### config.mk
export PLATFORM = sky130hd
export DESIGN_NAME = rsa_job_scheduler_flat
export DESIGN_NICKNAME = d
export VERILOG_FILES = /design/src/rtl/rsa_job_scheduler_pkg.sv /design/src/rtl/rsa_job_scheduler_if.sv /design/src/rtl/rsa_job_scheduler_rr_arbiter.sv /design/src/rtl/rsa_job_scheduler.sv /design/src/flat_wrapper.sv
export SDC_FILE = /design/constraint.sdc
export NUM_CORES = 1
export LEC_CHECK = 0
export ABC_CLOCK_PERIOD_IN_PS = 3900
export CAP_MARGIN = 20
export CORE_MARGIN = 3
export CORE_UTILIZATION = 43
export CTS_CLUSTER_SIZE = 40
export DETAILED_ROUTE_END_ITERATION = 12
export HOLD_SLACK_MARGIN = 0.08
export PLACE_DENSITY = 0.81
export SYNTH_ARGS = -nofsm -noshare
export SYNTH_HDL_FRONTEND = slang
export SYNTH_SLANG_ARGS = --single-unit
### constraint.sdc
create_clock -name clk -period 3.9 [get_ports clk]
set_clock_uncertainty 0.1 [all_clocks]
set_input_delay 0.78 -clock clk [delete_from_list [all_inputs] [get_ports clk]]
set_output_delay 0.78 -clock clk [all_outputs]
set_load 0.005 [all_outputs]
### src/rtl/rsa_job_scheduler_pkg.sv
// ----------------------------------------------------------------------------
// rsa_job_scheduler_pkg
//   Shared constants and types for the RSA job scheduler:
//   - RSA controller input_data_type codes
//   - message / ciphertext widths
//   - scheduler FSM state and job-kind enums
//   - helper mapping a job kind to its controller type code
// ----------------------------------------------------------------------------
package rsa_job_scheduler_pkg;

  localparam int DATA_W = 13;
  localparam int OUT_W  = 16;
  localparam int TYPE_W = 3;

  localparam logic [TYPE_W-1:0] RSA_TYPE_IDLE   = 3'd0;
  localparam logic [TYPE_W-1:0] RSA_TYPE_ENC    = 3'd1;
  localparam logic [TYPE_W-1:0] RSA_TYPE_LOAD_N = 3'd2;
  localparam logic [TYPE_W-1:0] RSA_TYPE_LOAD_E = 3'd3;

  typedef enum logic [2:0] {
    ST_IDLE    = 3'd0,
    ST_SETUP   = 3'd1,
    ST_ISSUE   = 3'd2,
    ST_CFG_GAP = 3'd3,
    ST_WAIT_LO = 3'd4,
    ST_WAIT_HI = 3'd5,
    ST_RESP    = 3'd6
  } sched_state_e;

  typedef enum logic [1:0] {
    JOB_ENC    = 2'd0,
    JOB_LOAD_N = 2'd1,
    JOB_LOAD_E = 2'd2
  } job_kind_e;

  function automatic logic [TYPE_W-1:0] kind_to_type(input job_kind_e k);
    case (k)
      JOB_LOAD_N: return RSA_TYPE_LOAD_N;
      JOB_LOAD_E: return RSA_TYPE_LOAD_E;
      default:    return RSA_TYPE_ENC;
    endcase
  endfunction

endpackage

### src/rtl/rsa_job_scheduler_if.sv
// ----------------------------------------------------------------------------
// rsa_host_if
//   Host-side bundle: NREQ request ports (valid/ready + 13-bit message each),
//   per-requester response handshake with shared 16-bit data and error flag,
//   key-config port, and busy status.
//   master = host/requesters, slave = scheduler.
//
// rsa_ctrl_if
//   Bundle toward the existing RSA controller/datapath pair:
//   rsa_data, rsa_input_data_type, rsa_done, rsa_output_data.
//   master = scheduler, slave = controller/datapath.
// ----------------------------------------------------------------------------
interface rsa_host_if #(parameter int NREQ = 4);
  import rsa_job_scheduler_pkg::*;

  logic [NREQ-1:0]        req_valid;
  logic [DATA_W*NREQ-1:0] req_data;
  logic [NREQ-1:0]        req_ready;
  logic [NREQ-1:0]        rsp_valid;
  logic [NREQ-1:0]        rsp_ready;
  logic [OUT_W-1:0]       rsp_data;
  logic                   rsp_err;
  logic                   cfg_valid;
  logic                   cfg_is_e;
  logic [DATA_W-1:0]      cfg_data;
  logic                   cfg_ready;
  logic                   busy;

  modport master (
    output req_valid, req_data, rsp_ready, cfg_valid, cfg_is_e, cfg_data,
    input  req_ready, rsp_valid, rsp_data, rsp_err, cfg_ready, busy
  );

  modport slave (
    input  req_valid, req_data, rsp_ready, cfg_valid, cfg_is_e, cfg_data,
    output req_ready, rsp_valid, rsp_data, rsp_err, cfg_ready, busy
  );
endinterface

interface rsa_ctrl_if;
  import rsa_job_scheduler_pkg::*;

  logic [DATA_W-1:0] rsa_data;
  logic [TYPE_W-1:0] rsa_input_data_type;
  logic              rsa_done;
  logic [OUT_W-1:0]  rsa_output_data;

  modport master (
    output rsa_data, rsa_input_data_type,
    input  rsa_done, rsa_output_data
  );

  modport slave (
    input  rsa_data, rsa_input_data_type,
    output rsa_done, rsa_output_data
  );
endinterface

### src/rtl/rsa_job_scheduler_rr_arbiter.sv
// ----------------------------------------------------------------------------
// rr_arbiter
//   Combinational round-robin arbiter. Searches the request vector starting
//   at the position just after i_ptr and wrapping around, so the requester
//   at i_ptr itself has the lowest priority.
// Ports
//   i_req    in  NREQ   request vector
//   i_ptr    in  IDX_W  last-served index
//   o_grant  out NREQ   one-hot grant (all zero when no request)
//   o_idx    out IDX_W  index of the granted requester
//   o_valid  out 1      at least one request present
// ----------------------------------------------------------------------------
module rr_arbiter #(
  parameter int  NREQ  = 4,
  localparam int IDX_W = (NREQ > 1) ? $clog2(NREQ) : 1
) (
  input  logic [NREQ-1:0]  i_req,
  input  logic [IDX_W-1:0] i_ptr,
  output logic [NREQ-1:0]  o_grant,
  output logic [IDX_W-1:0] o_idx,
  output logic             o_valid
);

  logic [IDX_W:0] w_cand;

  always_comb begin
    o_grant = '0;
    o_idx   = '0;
    o_valid = 1'b0;
    w_cand  = '0;
    for (int k = 1; k <= NREQ; k++) begin
      // one extra bit holds ptr+k before the wrap subtraction
      w_cand = {1'b0, i_ptr} + (IDX_W+1)'(k);
      if (w_cand >= (IDX_W+1)'(NREQ)) begin
        w_cand = w_cand - (IDX_W+1)'(NREQ);
      end
      if (!o_valid && i_req[w_cand[IDX_W-1:0]]) begin
        o_valid                    = 1'b1;
        o_grant[w_cand[IDX_W-1:0]] = 1'b1;
        o_idx                      = w_cand[IDX_W-1:0];
      end
    end
  end

endmodule

### src/rtl/rsa_job_scheduler.sv
// ----------------------------------------------------------------------------
// rsa_job_scheduler
//   Shares one RSA controller/datapath pair between NREQ requesters and a
//   key-config port. Config has priority; requests are served round-robin,
//   one job in flight. Each accepted item is presented on rsa_data for one
//   setup cycle, then the controller type code is pulsed for one cycle.
//   Encrypt jobs wait for the controller's done handshake (or a timeout)
//   and the result is held for the owning requester until it is consumed.
// Ports
//   clk, rst_n  system clock, synchronous active-low reset
//   host        rsa_host_if.slave : requests, responses, config, busy
//   ctrl        rsa_ctrl_if.master: rsa_data, type, done, output_data
//
// state      | meaning
// -----------+---------------------------------------------------------
// ST_IDLE    | arbitrate: config first, else round-robin request
// ST_SETUP   | rsa_data stable, type 0
// ST_ISSUE   | type pulse (enc / load n / load e) for one cycle
// ST_CFG_GAP | one idle cycle after a key load, no response
// ST_WAIT_LO | wait for controller to drop done from the previous job
// ST_WAIT_HI | wait for controller done, capture result
// ST_RESP    | rsp_valid to owner until its rsp_ready
// ----------------------------------------------------------------------------
module rsa_job_scheduler
  import rsa_job_scheduler_pkg::*;
#(
  parameter int NREQ    = 4,
  parameter int TIMEOUT = 4096
) (
  input  logic        clk,
  input  logic        rst_n,
  rsa_host_if.slave   host,
  rsa_ctrl_if.master  ctrl
);

  localparam int IDX_W = (NREQ > 1) ? $clog2(NREQ) : 1;
  localparam int TMO_W = $clog2(TIMEOUT) + 1;
  localparam logic [TMO_W-1:0] TMO_LAST = TMO_W'(TIMEOUT - 1);

  sched_state_e       r_state;
  sched_state_e       w_state_nxt;
  logic [IDX_W-1:0]   r_ptr;
  logic [IDX_W-1:0]   r_gnt_idx;
  job_kind_e          r_kind;
  logic [DATA_W-1:0]  r_rsa_data;
  logic [TMO_W-1:0]   r_tmo_cnt;
  logic [OUT_W-1:0]   r_rsp_data;
  logic               r_rsp_err;

  logic [NREQ-1:0]    w_arb_grant;
  logic [IDX_W-1:0]   w_arb_idx;
  logic               w_arb_valid;
  logic               w_take_cfg;
  logic               w_take_req;
  logic               w_waiting;
  logic               w_timeout;
  logic               w_rsp_done;
  logic [NREQ-1:0]    w_rsp_onehot;

  rr_arbiter #(.NREQ(NREQ)) u_arb (
    .i_req   (host.req_valid),
    .i_ptr   (r_ptr),
    .o_grant (w_arb_grant),
    .o_idx   (w_arb_idx),
    .o_valid (w_arb_valid)
  );

  assign w_take_cfg   = (r_state == ST_IDLE) && host.cfg_valid;
  assign w_take_req   = (r_state == ST_IDLE) && !host.cfg_valid && w_arb_valid;
  assign w_waiting    = (r_state == ST_WAIT_LO) || (r_state == ST_WAIT_HI);
  assign w_timeout    = w_waiting && (r_tmo_cnt == TMO_LAST);
  assign w_rsp_done   = (r_state == ST_RESP) && host.rsp_ready[r_gnt_idx];
  assign w_rsp_onehot = NREQ'(1) << r_gnt_idx;

  always_ff @(posedge clk) begin
    if (!rst_n) begin
      r_state <= ST_IDLE;
    end else begin
      r_state <= w_state_nxt;
    end
  end

  // Handshake and type outputs are gated by rst_n so a reset mid-job
  // silences the controller in the same cycle the reset is applied.
  always_comb begin
    w_state_nxt              = r_state;
    host.req_ready           = '0;
    host.cfg_ready           = 1'b0;
    host.rsp_valid           = '0;
    ctrl.rsa_input_data_type = RSA_TYPE_IDLE;

    unique case (r_state)
      ST_IDLE: begin
        if (w_take_cfg || w_take_req) begin
          w_state_nxt = ST_SETUP;
        end
        if (rst_n) begin
          host.cfg_ready = w_take_cfg;
          host.req_ready = w_take_req ? w_arb_grant : '0;
        end
      end
      ST_SETUP: begin
        w_state_nxt = ST_ISSUE;
      end
      ST_ISSUE: begin
        w_state_nxt = (r_kind == JOB_ENC) ? ST_WAIT_LO : ST_CFG_GAP;
        if (rst_n) begin
          ctrl.rsa_input_data_type = kind_to_type(r_kind);
        end
      end
      ST_CFG_GAP: begin
        w_state_nxt = ST_IDLE;
      end
      ST_WAIT_LO: begin
        if (w_timeout) begin
          w_state_nxt = ST_RESP;
        end else if (!ctrl.rsa_done) begin
          w_state_nxt = ST_WAIT_HI;
        end
      end
      ST_WAIT_HI: begin
        if (ctrl.rsa_done || w_timeout) begin
          w_state_nxt = ST_RESP;
        end
      end
      ST_RESP: begin
        if (w_rsp_done) begin
          w_state_nxt = ST_IDLE;
        end
        if (rst_n) begin
          host.rsp_valid = w_rsp_onehot;
        end
      end
      default: begin
        w_state_nxt = ST_IDLE;
      end
    endcase
  end

  always_ff @(posedge clk) begin
    if (!rst_n) begin
      r_ptr      <= IDX_W'(NREQ - 1);
      r_gnt_idx  <= '0;
      r_kind     <= JOB_ENC;
      r_rsa_data <= '0;
      r_tmo_cnt  <= '0;
      r_rsp_data <= '0;
      r_rsp_err  <= 1'b0;
    end else begin
      if (w_take_cfg) begin
        r_kind     <= host.cfg_is_e ? JOB_LOAD_E : JOB_LOAD_N;
        r_rsa_data <= host.cfg_data;
      end else if (w_take_req) begin
        r_kind     <= JOB_ENC;
        r_gnt_idx  <= w_arb_idx;
        r_rsa_data <= host.req_data[DATA_W*w_arb_idx +: DATA_W];
      end

      if (r_state == ST_ISSUE) begin
        r_tmo_cnt <= '0;
      end else if (w_waiting && !w_timeout) begin
        r_tmo_cnt <= r_tmo_cnt + 1'b1;
      end

      // a done seen on the last allowed cycle still wins over the timeout
      if ((r_state == ST_WAIT_HI) && ctrl.rsa_done) begin
        r_rsp_data <= ctrl.rsa_output_data;
        r_rsp_err  <= 1'b0;
      end else if (w_timeout) begin
        r_rsp_data <= '0;
        r_rsp_err  <= 1'b1;
      end

      if (w_rsp_done) begin
        r_ptr <= r_gnt_idx;
      end
    end
  end

  assign ctrl.rsa_data = r_rsa_data;
  assign host.rsp_data = r_rsp_data;
  assign host.rsp_err  = r_rsp_err;
  assign host.busy     = (r_state != ST_IDLE);

endmodule

### src/flat_wrapper.sv
// flat-port wrapper written by rule: the top's interface ports become plain ports
module rsa_job_scheduler_flat import rsa_job_scheduler_pkg::*;
#(
  parameter int NREQ    = 4,
  parameter int TIMEOUT = 4096
)
  (clk, rst_n, host_req_valid, host_req_data, host_rsp_ready, host_cfg_valid, host_cfg_is_e, host_cfg_data, host_req_ready, host_rsp_valid, host_rsp_data, host_rsp_err, host_cfg_ready, host_busy, ctrl_rsa_data, ctrl_rsa_input_data_type, ctrl_rsa_done, ctrl_rsa_output_data);
  rsa_host_if #(.NREQ(NREQ)) host_i ();
  rsa_ctrl_if ctrl_i ();
  input  logic clk;
  input  logic rst_n;
  input wire logic [$bits(host_i.req_valid)-1:0] host_req_valid;
  input wire logic [$bits(host_i.req_data)-1:0] host_req_data;
  input wire logic [$bits(host_i.rsp_ready)-1:0] host_rsp_ready;
  input wire logic [$bits(host_i.cfg_valid)-1:0] host_cfg_valid;
  input wire logic [$bits(host_i.cfg_is_e)-1:0] host_cfg_is_e;
  input wire logic [$bits(host_i.cfg_data)-1:0] host_cfg_data;
  output wire logic [$bits(host_i.req_ready)-1:0] host_req_ready;
  output wire logic [$bits(host_i.rsp_valid)-1:0] host_rsp_valid;
  output wire logic [$bits(host_i.rsp_data)-1:0] host_rsp_data;
  output wire logic [$bits(host_i.rsp_err)-1:0] host_rsp_err;
  output wire logic [$bits(host_i.cfg_ready)-1:0] host_cfg_ready;
  output wire logic [$bits(host_i.busy)-1:0] host_busy;
  output wire logic [$bits(ctrl_i.rsa_data)-1:0] ctrl_rsa_data;
  output wire logic [$bits(ctrl_i.rsa_input_data_type)-1:0] ctrl_rsa_input_data_type;
  input wire logic [$bits(ctrl_i.rsa_done)-1:0] ctrl_rsa_done;
  input wire logic [$bits(ctrl_i.rsa_output_data)-1:0] ctrl_rsa_output_data;
  assign host_i.req_valid = host_req_valid;
  assign host_i.req_data = host_req_data;
  assign host_i.rsp_ready = host_rsp_ready;
  assign host_i.cfg_valid = host_cfg_valid;
  assign host_i.cfg_is_e = host_cfg_is_e;
  assign host_i.cfg_data = host_cfg_data;
  assign host_req_ready = host_i.req_ready;
  assign host_rsp_valid = host_i.rsp_valid;
  assign host_rsp_data = host_i.rsp_data;
  assign host_rsp_err = host_i.rsp_err;
  assign host_cfg_ready = host_i.cfg_ready;
  assign host_busy = host_i.busy;
  assign ctrl_rsa_data = ctrl_i.rsa_data;
  assign ctrl_rsa_input_data_type = ctrl_i.rsa_input_data_type;
  assign ctrl_i.rsa_done = ctrl_rsa_done;
  assign ctrl_i.rsa_output_data = ctrl_rsa_output_data;
  rsa_job_scheduler #(.NREQ(NREQ), .TIMEOUT(TIMEOUT)) u_core (.clk(clk), .rst_n(rst_n), .host(host_i), .ctrl(ctrl_i));
endmodule
==> results by group <==
Status
  • Status: finished, final reports clean

Worst setup path
  • Worst R2R Path Depth: 9
  • Largest delay contributor family on the critical path: buffers and inverters
  • Bufs and invs on worst path: 2
  • Worst Path Required: 3020 ps
  • Slowest Stage Delay on Critical Path: 550 ps
  • Startpoint Class: flop
  • Worst path depth: 8
  • Critical path's slowest cell: mux4_2
  • Terminus of the critical flop-to-flop path: u_core.ctrl.rsa_data[11]
  • Worst setup path end: host_req_ready[2]
  • Crit. End Element: output port
  • R2R Setup Slk: 840 ps
  • Reg-to-Reg Start: u_core.r_ptr[0]
  • Crit-path cells: inv_1 > ha_4 > mux4_2 > nor3_2 > and2_4 > a221oi_1 > nor2_1 > clkdlybuf4s50_1
  • CP max FO: 8
  • CP startpoint: u_core.r_ptr[0]
  • Worst Path Arrival: 2850 ps
  • Kind of critical path: flop to output port

Floorplanning
  • Die area: 8430 um^2
  • Io pins: 137
  • Core Rows: 30
  • Core area: 6980 um^2
  • Die H: 91.8 um
  • Initial Util: 45.3%
  • DIE WIDTH: 91.8 um

Global routing
  • Gr ovfl total: 0
  • First-pass GRT wire length: 15,900 um
  • Initial antenna violation count: 0
  • Vias in the first global route: 3,244
  • Largest net degree at the start of global routing: 27
  • Total Routing Usage GR: 22.9%

Place
  • DP Cell Count: 568
  • Routability cong.: 0.877
  • Placed Area: 4640 um^2
  • IO Port Bufs: 135
  • Place WS: -54.0 ps
  • Detailed Place HPWL: 7640 um

Routing
  • Drt pass-1 iters: 4
  • Residual DRC count: 0
  • Final ANT Viol Nets: 0
  • Vias per inst: 5.61
  • Vias: 3,241
  • Drt first-iter violations: 149
  • Routed len/inst: 17.1 um
  • WL final: 9890 um

Clocking
  • Cts bufs inserted: 5
  • H-tree levels: 2
  • CTS clk-pin slew, worst paths: 100 ps
  • Clk sinks: 52
  • Clock Latency Late Sink: 310 ps
  • CTS tree: yes
  • CTS Buffer Depth: 2
  • Root buffer cell: clkbuf_8

Synth
  • Async SR Flop Fraction: 0%
  • Area share of the largest cell type after synthesis: 32.9%
  • Distinct cells, synth: 57
  • YS warnings: 0
  • Main synth FF type: dfxtp_1
  • EDFF count, synth: 0
  • Syn Nets: 448
  • Average size of a mapped cell: 9.23 um^2
  • Cells after Synth: 343
  • Largest cells by area after synthesis: dfxtp_1 33%, mux2i_1 10%, nor2_1 5.9%
  • Yosys top cell by area: dfxtp_1
  • Seq cells post-synth: 52
  • Sequential area share after synthesis: 32.9%
  • Netlist Area Pre-Place: 3170 um^2

Timing
  • Hold Vio Cnt, Final: 0
  • Crit path time final: 3730 ps
  • Least-Margin Pin Slew: 1080 ps
  • Fin. max-slew vios: 0
  • RSZ-0062 raised after global routing: false
  • Post-route setup slack: 168 ps
  • Maximum clock rate: 0.268 GHz
  • Slew headroom: 27.9%
  • Final setup viols: 0
  • Final cycle utilization of the critical path: 95.7%
  • Total negative slack: 0 ps

Power and ir drop
  • Power Dens Cells: 318 nW/um^2
  • P_leak: 1.86 nW
  • Worst vdd ir: 0.256 mV
  • Pwr Total: 0.00152 W

Final layout
  • Final Cell Area: 4790 um^2
  • Fin cells: 578
  • Layout cells sized above 1: 12.0%
  • Layout fillers: 570
  • ANT cells: 0
  • Total Nets Final: 586
  • Area Overhead vs Synth: 51.4%

Worst hold path
  • Worst hold path class: flop to flop
  • Hold_sp: u_core.r_tmo_cnt[12]

Job
  • Maxcap violations: 0
==> layout make-up <==
| type | count | area (um^2) | share of cell area (%) |
|---|---|---|---|
| clock inverters | 3 | 46.3 | 0.966 |
| clock buffers | 5 | 68.8 | 1.44 |
| flip-flops and latches | 52 | 1040 | 21.7 |
| inverters | 12 | 45.0 | 0.940 |
| well taps | 96 | 120 | 2.51 |
| repair buffers | 156 | 1520 | 31.6 |
| multi-input cells | 254 | 1950 | 40.8 |
==> per-layer routing <==
| metal | vias to the layer above | GRT usage (%) | wire length (um) |
|---|---|---|---|
| li1 | 1547 | - | - |
| met1 | 1536 | 29.2 | 4180 |
| met2 | 148 | 38.8 | 4770 |
| met3 | 10 | 5.58 | 794 |
| met4 | 0 | 5.32 | 140 |
| met5 | - | 0 | 0 |
==> power by group <==
| group | switching (W) | internal (W) | leakage [nW] |
|---|---|---|---|
| sequential | 0.0000403 | 0.000581 | 0.424 |
| clock | 0.000195 | 0.000194 | 0.0548 |
| combinational | 0.000228 | 0.000287 | 1.38 |
| total | 0.000463 | 0.00106 | 1.86 |
==> logic make-up after synthesis <==
kind of cell    synth area share [%]
fa+ha+maj                       4.35
flops                           32.9
mux                             14.2
buf+inv                         6.09
simple gates                    17.6
xor+xnor                        3.04
compound gates                  21.8
other cells                    0.118
==> worst register-to-register path, stage by stage, from the launching register on <==
cell and delay (ps):
dfxtp_1 340, inv_1 150, ha_4 360, mux4_2 550, nor2b_4 170, buf_4 130, a221o_1 330, a32oi_2 310
nor2b_2 240, a221oi_1 290
==> cell usage after synthesis (all sizes together), types with 6 or more instances <==
library cell and number:
dfxtp 52, nor2 51, mux2i 32, a22oi 21, nand2 21, a221oi 17, buf 13, o221ai 13
clkbuf 12, inv 12, ha 11, nor3 9, nand3 8, xor2 8, nor2b 6, o21ai 6
==> worst min path at each step <==
stage	to	slack, ps	cells past startpoint
finish	u_core.r_tmo_cnt[12]	350	2
global route	u_core.r_tmo_cnt[12]	360	2
CTS	u_core.r_tmo_cnt[12]	350	2
detailed placement	u_core.r_tmo_cnt[12]	330	2
global placement	u_core.r_tmo_cnt[12]	320	2
floorplan	u_core.r_tmo_cnt[12]	300	2
==> stage by stage <==
stage / hold slack (ps) / util (%)
after CTS: 347 / 68.2
after floorplan: 304 / -
after global placement: 320 / 66.5
after detailed placement: 326 / 66.5
final: 345 / 68.6
after global routing: 360 / 68.6
==> flip-flops by register name (all words and copies together) (netlist names) <==
register	cells
u_core.r_gnt_idx	2
u_core.host.rsp_data	16
u_core.r_kind	2
u_core.r_ptr	2
u_core.r_tmo_cnt	13
u_core.ctrl.rsa_data	13
u_core.host.rsp_err	1
u_core.r_state	3
==> layout by cell type, fill, tap and decap left out, types with 6 or more instances in the layout <==
cell	n
nand2_1	21
buf_4	20
dfxtp_1	52
clkdlybuf4s50_1	131
nand3_1	8
inv_1	12
a221oi_2	12
o21ai_0	6
o221ai_1	13
ha_1	10
nor3_1	7
a22oi_1	21
nor2_1	50
xor2_1	8
mux2i_1	32
==> what timing repair did <==
item,in CTS,in global routing
hold buffers,0,0
setup endpoints to repair,4,4
gates resized for setup,7,3
buffers inserted,0,2
pin swaps,0,1
Note: power is estimated with default switching activity, not from simulation.
==> patch 1, RTL diff (config.mk and constraints unchanged) <==
Set the package constant `DATA_W` to 9 (it was 13).
--- a/src/rtl/rsa_job_scheduler_pkg.sv
+++ b/src/rtl/rsa_job_scheduler_pkg.sv
@@ -9,5 +9,5 @@
 package rsa_job_scheduler_pkg;
 
-  localparam int DATA_W = 13;
+  localparam int DATA_W = 9;
   localparam int OUT_W  = 16;
   localparam int TYPE_W = 3;
Interface: changed (resized ctrl_rsa_data, host_cfg_data and host_req_data); port bits go from 137 to 113. The function was not compared with the original's and may differ.
==> patch 1 against the original RTL <==
- worst setup slack worse by 0.072 ns
- wire length fell by 13%
- maximum frequency decreased by 1.9%
- largest cell class unchanged
- total power shrank 13%
- area after synthesis decreased by 3.6%
- sequential cell count is 4 lower
- highest routed layer unchanged
- design area down 8.2%
==> patch 1: results <==
metrics = {
    "worst_setup_path": {
        "cpPeakStageDelay_ns": 0.51,
        "reg2reg_slack_ns": 0.99,
        "cp_max_fo": 9,
        "reg2regPathDepth": 10,
        "worstSetupEndpoint": "host_req_ready[3]",
        "cp.arrival_ns": 2.92,
        "crit_path_start": "host_req_valid[2]",
        "r2r-start": "u_core.r_ptr[1]$_SDFFE_PN1P_",
        "rr_endpoint": "u_core.ctrl.rsa_data[4]$_SDFFE_PN0P_",
    },
    "clock_network": {
        "clk_pin_slew_ns": 0.08,
        "cts_resized": 0,
        "cts_setup_buffers": 1,
    },
    "global_route": {
        "grt_pass1_vias": 3016,
        "grt_max_degree": 25,
        "track_usage_pct": 20.88,
        "grt_pass1_wl_um": 14230,
    },
    "logic_synthesis": {
        "avgSynthCellArea_sq_um": 8.403,
        "synth_adder_area_share_pct": 4.512,
        "synth-compound-area-share_pct": 23.75,
        "yosysSeqAreaShare_pct": 31.50,
        "synthMuxAreaShare_pct": 9.844,
        "synth_common_cells": "48 x dfxtp_1, 42 x nand2_1, 27 x nor2_1, 26 x nand3_1, 21 x mux2i_1",
        "synth.area.top_cells": "dfxtp_1 32%, mux2i_1 6.9%, nand2_1 5.2%",
    },
    "cells_and_area": {
        "fillers": 608,
        "layout-drive-gt1-share_pct": 8.245,
        "fin_cells": 569,
    },
    "power": {
        "total_power_uw": 1327,
        "vdd.ir_drop.worst_uv": 245.9,
        "internal_power_uw": 938.8,
        "p_seq_share_pct": 42.1,
        "p_leak_uw": 0.001724,
    },
    "detailed_routing": {
        "vias": 3085,
        "drt_iter0_drc": 132,
        "routed_wl_um": 8580,
    },
    "placed_design": {
        "placement.io_buffers": 111,
        "place_area_sq_um": 4263,
        "pre_cts_slack_ns": 0.01228,
        "routabilityCongestion": 0.9069,
        "placedCellCount": 560,
    },
    "timing": {
        "whs_ns": 0.3304,
        "worst_slew_pin_slew_ns": 0.9188,
    },
    "run_status": {
        "status": "completed",
    },
}
[patch 1: changes by cell type after synthesis, sizes merged, moves of 5 or more]
| cell | delta |
|---|---|
| mux2i | -11 |
| a221oi | -6 |
| o22ai | +8 |
| nor2 | -23 |
| o21ai | +5 |
| nand2 | +21 |
| a21o | +7 |
| a21oi | +5 |
| a21boi | +16 |
| nand3 | +18 |
| a22oi | -16 |
[patch 1: layer usage]
metal / up-vias / routed length (um) / global-route usage [%]
li1: 1537 / - / -
met1: 1444 / 3628 / 25.21
met3: 11 / 595 / 6.025
met5: - / 0 / 0
met4: 0 / 155 / 6.760
met2: 93 / 4201 / 35.66
[patch 1: cell type report]
type                            instances  area (sq um)  share of cell area (%)
Clock buffer                            5         68.82                   1.565
Clock inverter                          3         42.54                  0.9673
Timing Repair Buffer                  127          1234                   28.05
Inverter                               14         52.55                   1.195
Tap cell                               96         120.1                   2.731
Sequential cell                        48         960.9                   21.85
Multi-Input combinational cell        276          1919                   43.64
==> patch 2, RTL diff (same flow settings) <==
Without the edit above. The 7 states of `sched_state_e` get a one-hot encoding in 7 bits.
--- a/src/rtl/rsa_job_scheduler_pkg.sv
+++ b/src/rtl/rsa_job_scheduler_pkg.sv
@@ -18,12 +18,12 @@
   localparam logic [TYPE_W-1:0] RSA_TYPE_LOAD_E = 3'd3;
 
-  typedef enum logic [2:0] {
-    ST_IDLE    = 3'd0,
-    ST_SETUP   = 3'd1,
-    ST_ISSUE   = 3'd2,
-    ST_CFG_GAP = 3'd3,
-    ST_WAIT_LO = 3'd4,
-    ST_WAIT_HI = 3'd5,
-    ST_RESP    = 3'd6
+  typedef enum logic [6:0] {
+    ST_IDLE    = 7'b0000001,
+    ST_SETUP   = 7'b0000010,
+    ST_ISSUE   = 7'b0000100,
+    ST_CFG_GAP = 7'b0001000,
+    ST_WAIT_LO = 7'b0010000,
+    ST_WAIT_HI = 7'b0100000,
+    ST_RESP    = 7'b1000000
   } sched_state_e;
 
Behaviour: no difference found for any inputs over 4 cycles, from zero or initial values and one cycle with rst_n low; so few cycles prove little.
==> patch 2 against the original RTL <==
- total power shrank 3.6%
- design area is 6.0% higher
- clock power decreased by 3%
- synthesized cell count rose by 14%
- area after synthesis increased by 10%
- worst setup slack improved by 0.0047 ns
- sequential cell count is 4 higher
- wire length down 6.0%
- non-clock buffer count decreased by 1
- critical path type is now input pin to output port
==> patch 2: results <==
metrics = {
    "placed_design": {
        "placedCellCount": 621,
        "routabilityCongestion": 0.7941,
    },
    "logic_synthesis": {
        "avgSynthCellArea_sq_um": 8.912,
        "synth_xor_area_share_pct": 2.256,
        "synth_common_cells": "63 x nor2_1, 56 x dfxtp_1, 25 x nand2_1, 21 x nand3_1, 20 x a21oi_1",
        "yosysSeqAreaShare_pct": 32.09,
        "synth_adder_area_share_pct": 3.940,
        "synth-compound-area-share_pct": 19.20,
        "synth_nets": 497,
        "synth.area.top_cells": "dfxtp_1 32%, nor2_1 6.8%, mux2i_1 5.2%",
        "synthMuxAreaShare_pct": 13.22,
    },
    "global_route": {
        "met3_usage_pct": 5.942,
        "met2_usage_pct": 36.86,
        "grt_pass1_vias": 3341,
        "track_usage_pct": 20.46,
        "grt_max_degree": 31,
        "met1_usage_pct": 23.86,
    },
    "worst_setup_path": {
        "cp_max_fo": 6,
    },
    "cells_and_area": {
        "layout-drive-gt1-share_pct": 11.93,
        "fillers": 667,
    },
    "detailed_routing": {
        "routed_wl_um": 9290,
    },
    "power": {
        "p_leak_uw": 0.001926,
        "vdd.ir_drop.worst_uv": 202.2,
    },
    "timing": {
        "maxSlewHeadroom_pct": 60.48,
    },
    "clock_network": {
        "cts_resized": 1,
    },
    "run_status": {
        "status": "completed",
    },
}
-- patch 2: cell count changes after synthesis, sizes merged, moves of 5 or more --
cell / delta
nor4: +5
o2111a: +13
mux2: +14
nor2: +13
a22oi: -17
o21ai: +5
nand3: +14
mux2i: -14
a221oi: -12
a21oi: +17
o221ai: -12
a22o: +16
-- patch 2: worst paths after layout --
kind,start,to,slack (ns),cells past startpoint
max,host_req_valid[0],host_req_ready[3],0.17,8
min,u_core.host.rsp_data[8]$_SDFFE_PN0P_,u_core.host.rsp_data[8]$_SDFFE_PN0P_,0.38,1
max reg2reg,u_core.r_ptr[1]$_SDFFE_PN1P_,u_core.ctrl.rsa_data[11]$_SDFFE_PN0P_,1.25,8
min reg2reg,u_core.host.rsp_data[8]$_SDFFE_PN0P_,u_core.host.rsp_data[8]$_SDFFE_PN0P_,0.38,1
-- patch 2: stage by stage --
| step | utilization, % | worst slack, ns |
|---|---|---|
| detailed placement | 63.37 | -0.02321 |
| global route | 65.03 | 0.05350 |
| CTS | 64.87 | 0.01286 |
| global placement | 63.37 | 0.06294 |
| floorplan | - | 0.7579 |
| finish | 65.03 | 0.1724 |
-- patch 2: layout make-up --
class	count	area [sq um]	area share, %
multi-input combinational	297	2165	42.63
timing repair buffer	155	1508	29.69
sequential	56	1121	22.08
tap	102	127.6	2.514
clock buffer	6	72.57	1.429
inverter	12	45.04	0.8871
clock inverter	2	38.79	0.7639
-- patch 2: routing by layer --
metal / vias up / share of wire (%)
li1: 1699 / -
met1: 1614 / 40
met2: 99 / 52
met3: 10 / 6.3
met4: 0 / 1.0
met5: - / 0
-- patch 2: report_power, final --
group	internal [uW]	switching, uW
sequential	609	30.0
combinational	261	193
clock	194	182
total	1060	405
